==> src/rtl/debug_pkg.sv <==
// Shared definitions for the single-step / free-run debug clock-enable controller.
package debug_pkg;

  typedef enum logic [1:0] {
    ST_IDLE         = 2'd0,
    ST_WAIT_PRESS   = 2'd1,
    ST_PRESSED      = 2'd2,
    ST_WAIT_RELEASE = 2'd3
  } btn_state_e;

  localparam int unsigned DEF_DEBOUNCE_CYCLES = 1000000;
  localparam int unsigned DEF_RUN_DIV         = 50000000;

  // Bits needed to hold values 0..max_val.
  function automatic int unsigned cnt_width(input int unsigned max_val);
    return (max_val < 2) ? 1 : $clog2(max_val + 1);
  endfunction

endpackage

==> src/rtl/debug_step_ctrl_btn_debounce.sv <==
// Two-flop synchronizer plus debounce FSM; emits one press pulse per accepted button press.
module btn_debounce
  import debug_pkg::*;
#(
  parameter int unsigned DEBOUNCE_CYCLES = DEF_DEBOUNCE_CYCLES
) (
  input  logic       Clk,
  input  logic       Reset,
  input  logic       i_btn_raw,
  output logic       o_press,
  output logic [1:0] o_state
);

  localparam int unsigned CW           = cnt_width(DEBOUNCE_CYCLES);
  // The IDLE sample that leaves IDLE is the first of the stable 1s, so WAIT_PRESS needs one fewer.
  localparam int unsigned PRESS_LAST   = (DEBOUNCE_CYCLES > 1) ? DEBOUNCE_CYCLES - 2 : 0;
  localparam int unsigned RELEASE_LAST = (DEBOUNCE_CYCLES > 0) ? DEBOUNCE_CYCLES - 1 : 0;

  logic          r_sync1;
  logic          r_sync2;
  btn_state_e    r_state;
  btn_state_e    w_state_next;
  logic [CW-1:0] r_cnt;
  logic [CW-1:0] w_cnt_next;

  always_ff @(posedge Clk or posedge Reset) begin
    if (Reset) begin
      r_sync1 <= 1'b0;
      r_sync2 <= 1'b0;
      r_state <= ST_IDLE;
      r_cnt   <= '0;
    end else begin
      r_sync1 <= i_btn_raw;
      r_sync2 <= r_sync1;
      r_state <= w_state_next;
      r_cnt   <= w_cnt_next;
    end
  end

  always_comb begin
    w_state_next = r_state;
    w_cnt_next   = r_cnt;
    case (r_state)
      ST_IDLE: begin
        w_cnt_next = '0;
        if (r_sync2) w_state_next = ST_WAIT_PRESS;
      end
      ST_WAIT_PRESS: begin
        if (!r_sync2) begin
          w_state_next = ST_IDLE;
          w_cnt_next   = '0;
        end else if (r_cnt >= CW'(PRESS_LAST)) begin
          w_state_next = ST_PRESSED;
          w_cnt_next   = '0;
        end else begin
          w_cnt_next = r_cnt + CW'(1);
        end
      end
      ST_PRESSED: begin
        w_state_next = ST_WAIT_RELEASE;
        w_cnt_next   = '0;
      end
      ST_WAIT_RELEASE: begin
        if (r_sync2) begin
          w_cnt_next = '0;
        end else if (r_cnt >= CW'(RELEASE_LAST)) begin
          w_state_next = ST_IDLE;
          w_cnt_next   = '0;
        end else begin
          w_cnt_next = r_cnt + CW'(1);
        end
      end
      default: begin
        w_state_next = ST_IDLE;
        w_cnt_next   = '0;
      end
    endcase
  end

  assign o_press = (r_state == ST_PRESSED);
  assign o_state = r_state;

endmodule

==> src/rtl/debug_step_ctrl.sv <==
// Debug clock-enable generator: debounced single-step or divided free-run CpuEn, with pulse counter.
module debug_step_ctrl
  import debug_pkg::*;
#(
  parameter int unsigned DEBOUNCE_CYCLES = DEF_DEBOUNCE_CYCLES,
  parameter int unsigned RUN_DIV         = DEF_RUN_DIV
) (
  input  logic        Clk,
  input  logic        Reset,
  input  logic        BtnStep,
  input  logic        RunMode,
  input  logic        Halt,
  output logic        CpuEn,
  output logic [15:0] StepCount,
  output logic [1:0]  BtnState
);

  localparam int unsigned DW = cnt_width(RUN_DIV - 1);

  logic          w_press;
  logic [1:0]    w_btn_state;
  logic          r_mode_sync1;
  logic          r_mode_sync2;
  logic          r_mode_q;
  logic [DW-1:0] r_div;
  logic [DW-1:0] w_div_next;
  logic          r_cpu_en;
  logic          w_cpu_en_next;
  logic [15:0]   r_step_count;
  logic          w_mode_change;
  logic          w_div_wrap;

  btn_debounce #(
    .DEBOUNCE_CYCLES(DEBOUNCE_CYCLES)
  ) u_btn_debounce (
    .Clk      (Clk),
    .Reset    (Reset),
    .i_btn_raw(BtnStep),
    .o_press  (w_press),
    .o_state  (w_btn_state)
  );

  always_ff @(posedge Clk or posedge Reset) begin
    if (Reset) begin
      r_mode_sync1 <= 1'b0;
      r_mode_sync2 <= 1'b0;
      r_mode_q     <= 1'b0;
      r_div        <= '0;
      r_cpu_en     <= 1'b0;
      r_step_count <= '0;
    end else begin
      r_mode_sync1 <= RunMode;
      r_mode_sync2 <= r_mode_sync1;
      r_mode_q     <= r_mode_sync2;
      r_div        <= w_div_next;
      r_cpu_en     <= w_cpu_en_next;
      r_step_count <= r_step_count + 16'(r_cpu_en);
    end
  end

  assign w_mode_change = (r_mode_sync2 != r_mode_q);
  assign w_div_wrap    = (r_div == DW'(RUN_DIV - 1));

  // A mode switch restarts the divider and swallows anything that would fire in that cycle.
  always_comb begin
    w_div_next    = r_div;
    w_cpu_en_next = 1'b0;
    if (w_mode_change) begin
      w_div_next = '0;
    end else if (r_mode_q) begin
      if (!Halt) begin
        if (w_div_wrap) begin
          w_div_next    = '0;
          w_cpu_en_next = !r_cpu_en;
        end else begin
          w_div_next = r_div + DW'(1);
        end
      end
    end else begin
      w_div_next    = '0;
      w_cpu_en_next = w_press && !Halt && !r_cpu_en;
    end
  end

  assign CpuEn     = r_cpu_en;
  assign StepCount = r_step_count;
  assign BtnState  = w_btn_state;

endmodule

==> config.mk <==
export PLATFORM = sky130hd
export DESIGN_NAME = debug_step_ctrl
export DESIGN_NICKNAME = d
export VERILOG_FILES = /design/src/rtl/debug_pkg.sv /design/src/rtl/debug_step_ctrl_btn_debounce.sv /design/src/rtl/debug_step_ctrl.sv
export SDC_FILE = /design/constraint.sdc
export NUM_CORES = 1
export LEC_CHECK = 0
export ABC_AREA = 1
export CORE_MARGIN = 2
export CORE_UTILIZATION = 64
export DETAILED_ROUTE_END_ITERATION = 7
export PLACE_DENSITY = 0.91
export SYNTH_ARGS = -nofsm -noshare
export SYNTH_HDL_FRONTEND = slang
export SYNTH_SLANG_ARGS = --single-unit
==> constraint.sdc <==
create_clock -name Clk -period 5.4 [get_ports Clk]
set_clock_uncertainty 0.1 [all_clocks]
set_input_delay 1.62 -clock Clk [delete_from_list [all_inputs] [get_ports Clk]]
set_output_delay 1.62 -clock Clk [all_outputs]
set_load 0.02 [all_outputs]
==> implementation parameters <==
Parameter                              Value

Power and ir drop
  Power Internal    0.0007731 W
  Share of power burned in the clock network    0.339
  Switching share of power    0.2992
  Sequential fraction of design power    0.525
  Pwr Total    0.001103 W
  Power Density    260.2 nW/um2
  Logic gate share of total power    0.135
  Leakage power figure    1.849 nW
  Switching Power    0.0003300 W
  Worst vdd ir    0.3259 mV

Worst setup path
  Category of the worst setup path launch point    register
  Number of buffers and inverters on the critical path    1
  Required time at the worst-slack endpoint    3.68 ns
  CP top delay family    buffers and inverters
  Launch instance of the worst register-to-register path    CpuEn
  Delay contributed by the slowest stage of the critical path    0.67 ns
  Critical R2R Capture    StepCount[12]
  Critical-path cell list    clkdlybuf4s50_1
  Arrival time worst endpoint    1.49 ns
  CP Capture Type    output pin
  Worst Reg2Reg Path Length in Cells    9
  Register-to-register path setup slack    3.36 ns
  Largest fanout of any net on the critical path    7
  Crit Path Category    reg2out
  Cell at the slowest stage of the critical path    clkdlybuf4s50_1

Routing
  Detailed-route DRC error count    0
  Post-route antenna net violation count    0
  Starting DRT DRC Count    355
  Routed length per placed instance    14.85 um
  Total vias in the final route    3330
  First-pass DRT Iterations    7
  Via-per-instance ratio    5.722
  Routed WL    8.641 mm

Place
  Total of buffers placed on input and output ports    23
  Last weighted congestion value of the routability-driven placer    0.9196
  Total instance count after detailed placement    567
  Final HPWL DP    5.932 mm
  Placement Setup Slack    2.054 ns

Clocking
  Clock transition at path regs    0.07 ns
  Htree depth    3
  Post-CTS setup-driven buffer insertion count    0
  Clock Root Buffer    clkbuf_8
  TritonCTS clock tree    yes
  Number of buffers added by the clock tree synthesis step    9
  Number of buffers between clock root and the deepest sink    2
  Clk Latency, worst-skew pair    0.35 ns
  Clock sink count    70
  Post-CTS Resized    0
  Cts-stage hold buffer count    0

Floorplan
  Initial core utilization    0.6720
  Count of boundary I/O pins    24
  Die area    6518 um2
  Area of the core    5608 um2
  Chip height    80.74 um
  Count of standard-cell rows    27
  Die outline width    80.74 um

STA
  Max Transition Viols Final    0
  Slew margin rel.    0.3136
  Time the worst path needs with I/O delays and setup    3.205 ns
  Aggregate negative setup slack    0 ns
  Period utilisation layout    0.5936
  Fmax    312.0 MHz
  Number of hold violations in the final report    0
  Setup Viol. Count Final    0
  Least setup slack across all paths after layout    2.195 ns
  RSZ-0062 raised after global routing    no
  Worst hold margin    0.2585 ns
  Slew at the pin with the worst max-slew slack    1.028 ns

Synthesis
  Post-Synthesis Net Count    483
  Instance count of the mapped netlist    473
  Seq cells post-synth    70
  Mean post-synth cell area    7.967 um2
  Sequential area share after synthesis    0.4648
  Count of synthesis-stage warnings from yosys    0
  Area of the mapped netlist    3769 um2
  Number of synthesized flops with an enable pin    0
  Async S/R FF share, synth    1.000
  Leading register cell type out of synthesis    dfrtp_1
  Number of different library cells in the post-synthesis netlist    29

GRT
  Global-route wire length before repair    14.81 mm
  Via count of the first global-routing pass    3201
  Total global routing overflow    0
  Pin count of the biggest net entering global routing    50
  Antenna violations before repair    0
  Global-route usage over all layers    0.2983

Run status
  Result of the run    finished, final reports clean

Final layout
  Area Growth Syn to Fin    12.48%
  Share of cells above drive strength 1    0.09216
  Final Net Count    516
  Final cell count without fillers    582
  Ant. Diodes    0
  Most common library cell in the layout ignoring fill and taps    nand2_1
  Top library cells by usage in the layout, fill and taps aside    nand2_1 (101), nor2_1 (97), dfrtp_1 (70), inv_1 (49), nand3_1 (31)

Run
  Max-cap violations    0

Min path
  Hold-critical path endpoint    u_btn_debounce.r_sync2
  Min-Delay Startpoint    u_btn_debounce.r_sync1
  Worst hold path class    reg2reg
  Worst hold path cell count    0
-- Yosys cell counts (2+ instances only) --
cell	n	area, um2
a21oi_1	9	45.04
o21ai_0	5	25.02
inv_1	50	187.7
nor3_1	16	80.08
nor2_4	6	67.56
nand4_1	14	87.58
nor2_1	97	364.1
dfrtp_1	70	1752
nor2_2	6	37.54
xor2_1	19	166.4
a31oi_1	2	12.51
xnor2_1	16	140.1
ha_1	5	62.56
inv_2	3	11.26
nand3_2	3	30.03
buf_6	2	22.52
nand2_2	7	43.79
nand2_1	101	379.1
nand3_1	31	155.2
or2_2	2	12.51
-- layout make-up --
| class | instances | area, um2 |
|---|---|---|
| multi-input cells | 348 | 1795 |
| flip-flops and latches | 70 | 1752 |
| fillers | 375 | 1369 |
| repair buffers | 24 | 237.7 |
| inverters | 53 | 198.9 |
| clock buffers | 11 | 141.4 |
| well taps | 72 | 90.09 |
| clock inverters | 4 | 23.77 |
-- metrics by stage --
step,utilization,cell area [um2]
after floorplan,-,3769
after global placement,0.7265,4074
after detailed placement,0.7265,4074
after CTS,0.7559,4239
after global routing,0.7559,4239
final,0.7559,4239
-- worst max path at each step --
stage | start | to | slack [ns] | cells after the start
5_1_grt | u_btn_debounce.o_state[0] | BtnState[0] | 2.13 | 1
2_1_floorplan | Reset | CpuEn | 1.91 | 1
3_5_place_dp | Halt | r_div[22] | 2.05 | 9
3_3_place_gp | Halt | r_div[22] | 2.13 | 9
6_report | u_btn_debounce.o_state[0] | BtnState[0] | 2.19 | 1
4_1_cts | u_btn_debounce.o_state[0] | BtnState[0] | 2.20 | 1
-- registers in the layout (all words and copies together), names as in the netlist, named ones only --
name                    count
u_btn_debounce.r_cnt       20
CpuEn                       1
r_mode_q                    1
r_div                      26
u_btn_debounce.o_state      1
r_mode_sync1                1
r_mode_sync2                1
u_btn_debounce.r_sync1      1
StepCount                  16
u_btn_debounce.r_sync2      1
-- cells by family after synthesis --
logic type | Yosys count | share of synthesized area
buffers and inverters | 55 | 0.05876
adders and majority gates | 5 | 0.01660
DFF | 70 | 0.4648
and+or+nand+nor | 287 | 0.3433
AOI/OAI and AO/OA | 21 | 0.03519
xor gates and xnor gates | 35 | 0.08134
-- per-layer routing --
metal  global-route usage  share of wire  vias to the layer above
met2               0.4958           0.48                      189
met1               0.3718           0.40                     1536
met4               0.1288          0.038                        0
li1                     -              -                     1561
met3              0.07444          0.079                       44
met5             0.008333              0                        -
-- power by group through the flow --
stage / Clock, W / Sequential (W) / Combinational (W)
after global routing: 0.000397 / 0.000582 / 0.000165
final: 0.000374 / 0.000579 / 0.000149
after floorplan: 0 / 0.000595 / 0.0000817
after CTS: 0.000373 / 0.000578 / 0.000148
after detailed placement: 0 / 0.000586 / 0.000145
after global placement: 0 / 0.000583 / 0.000139
Note: power is estimated with default switching activity, not from simulation.
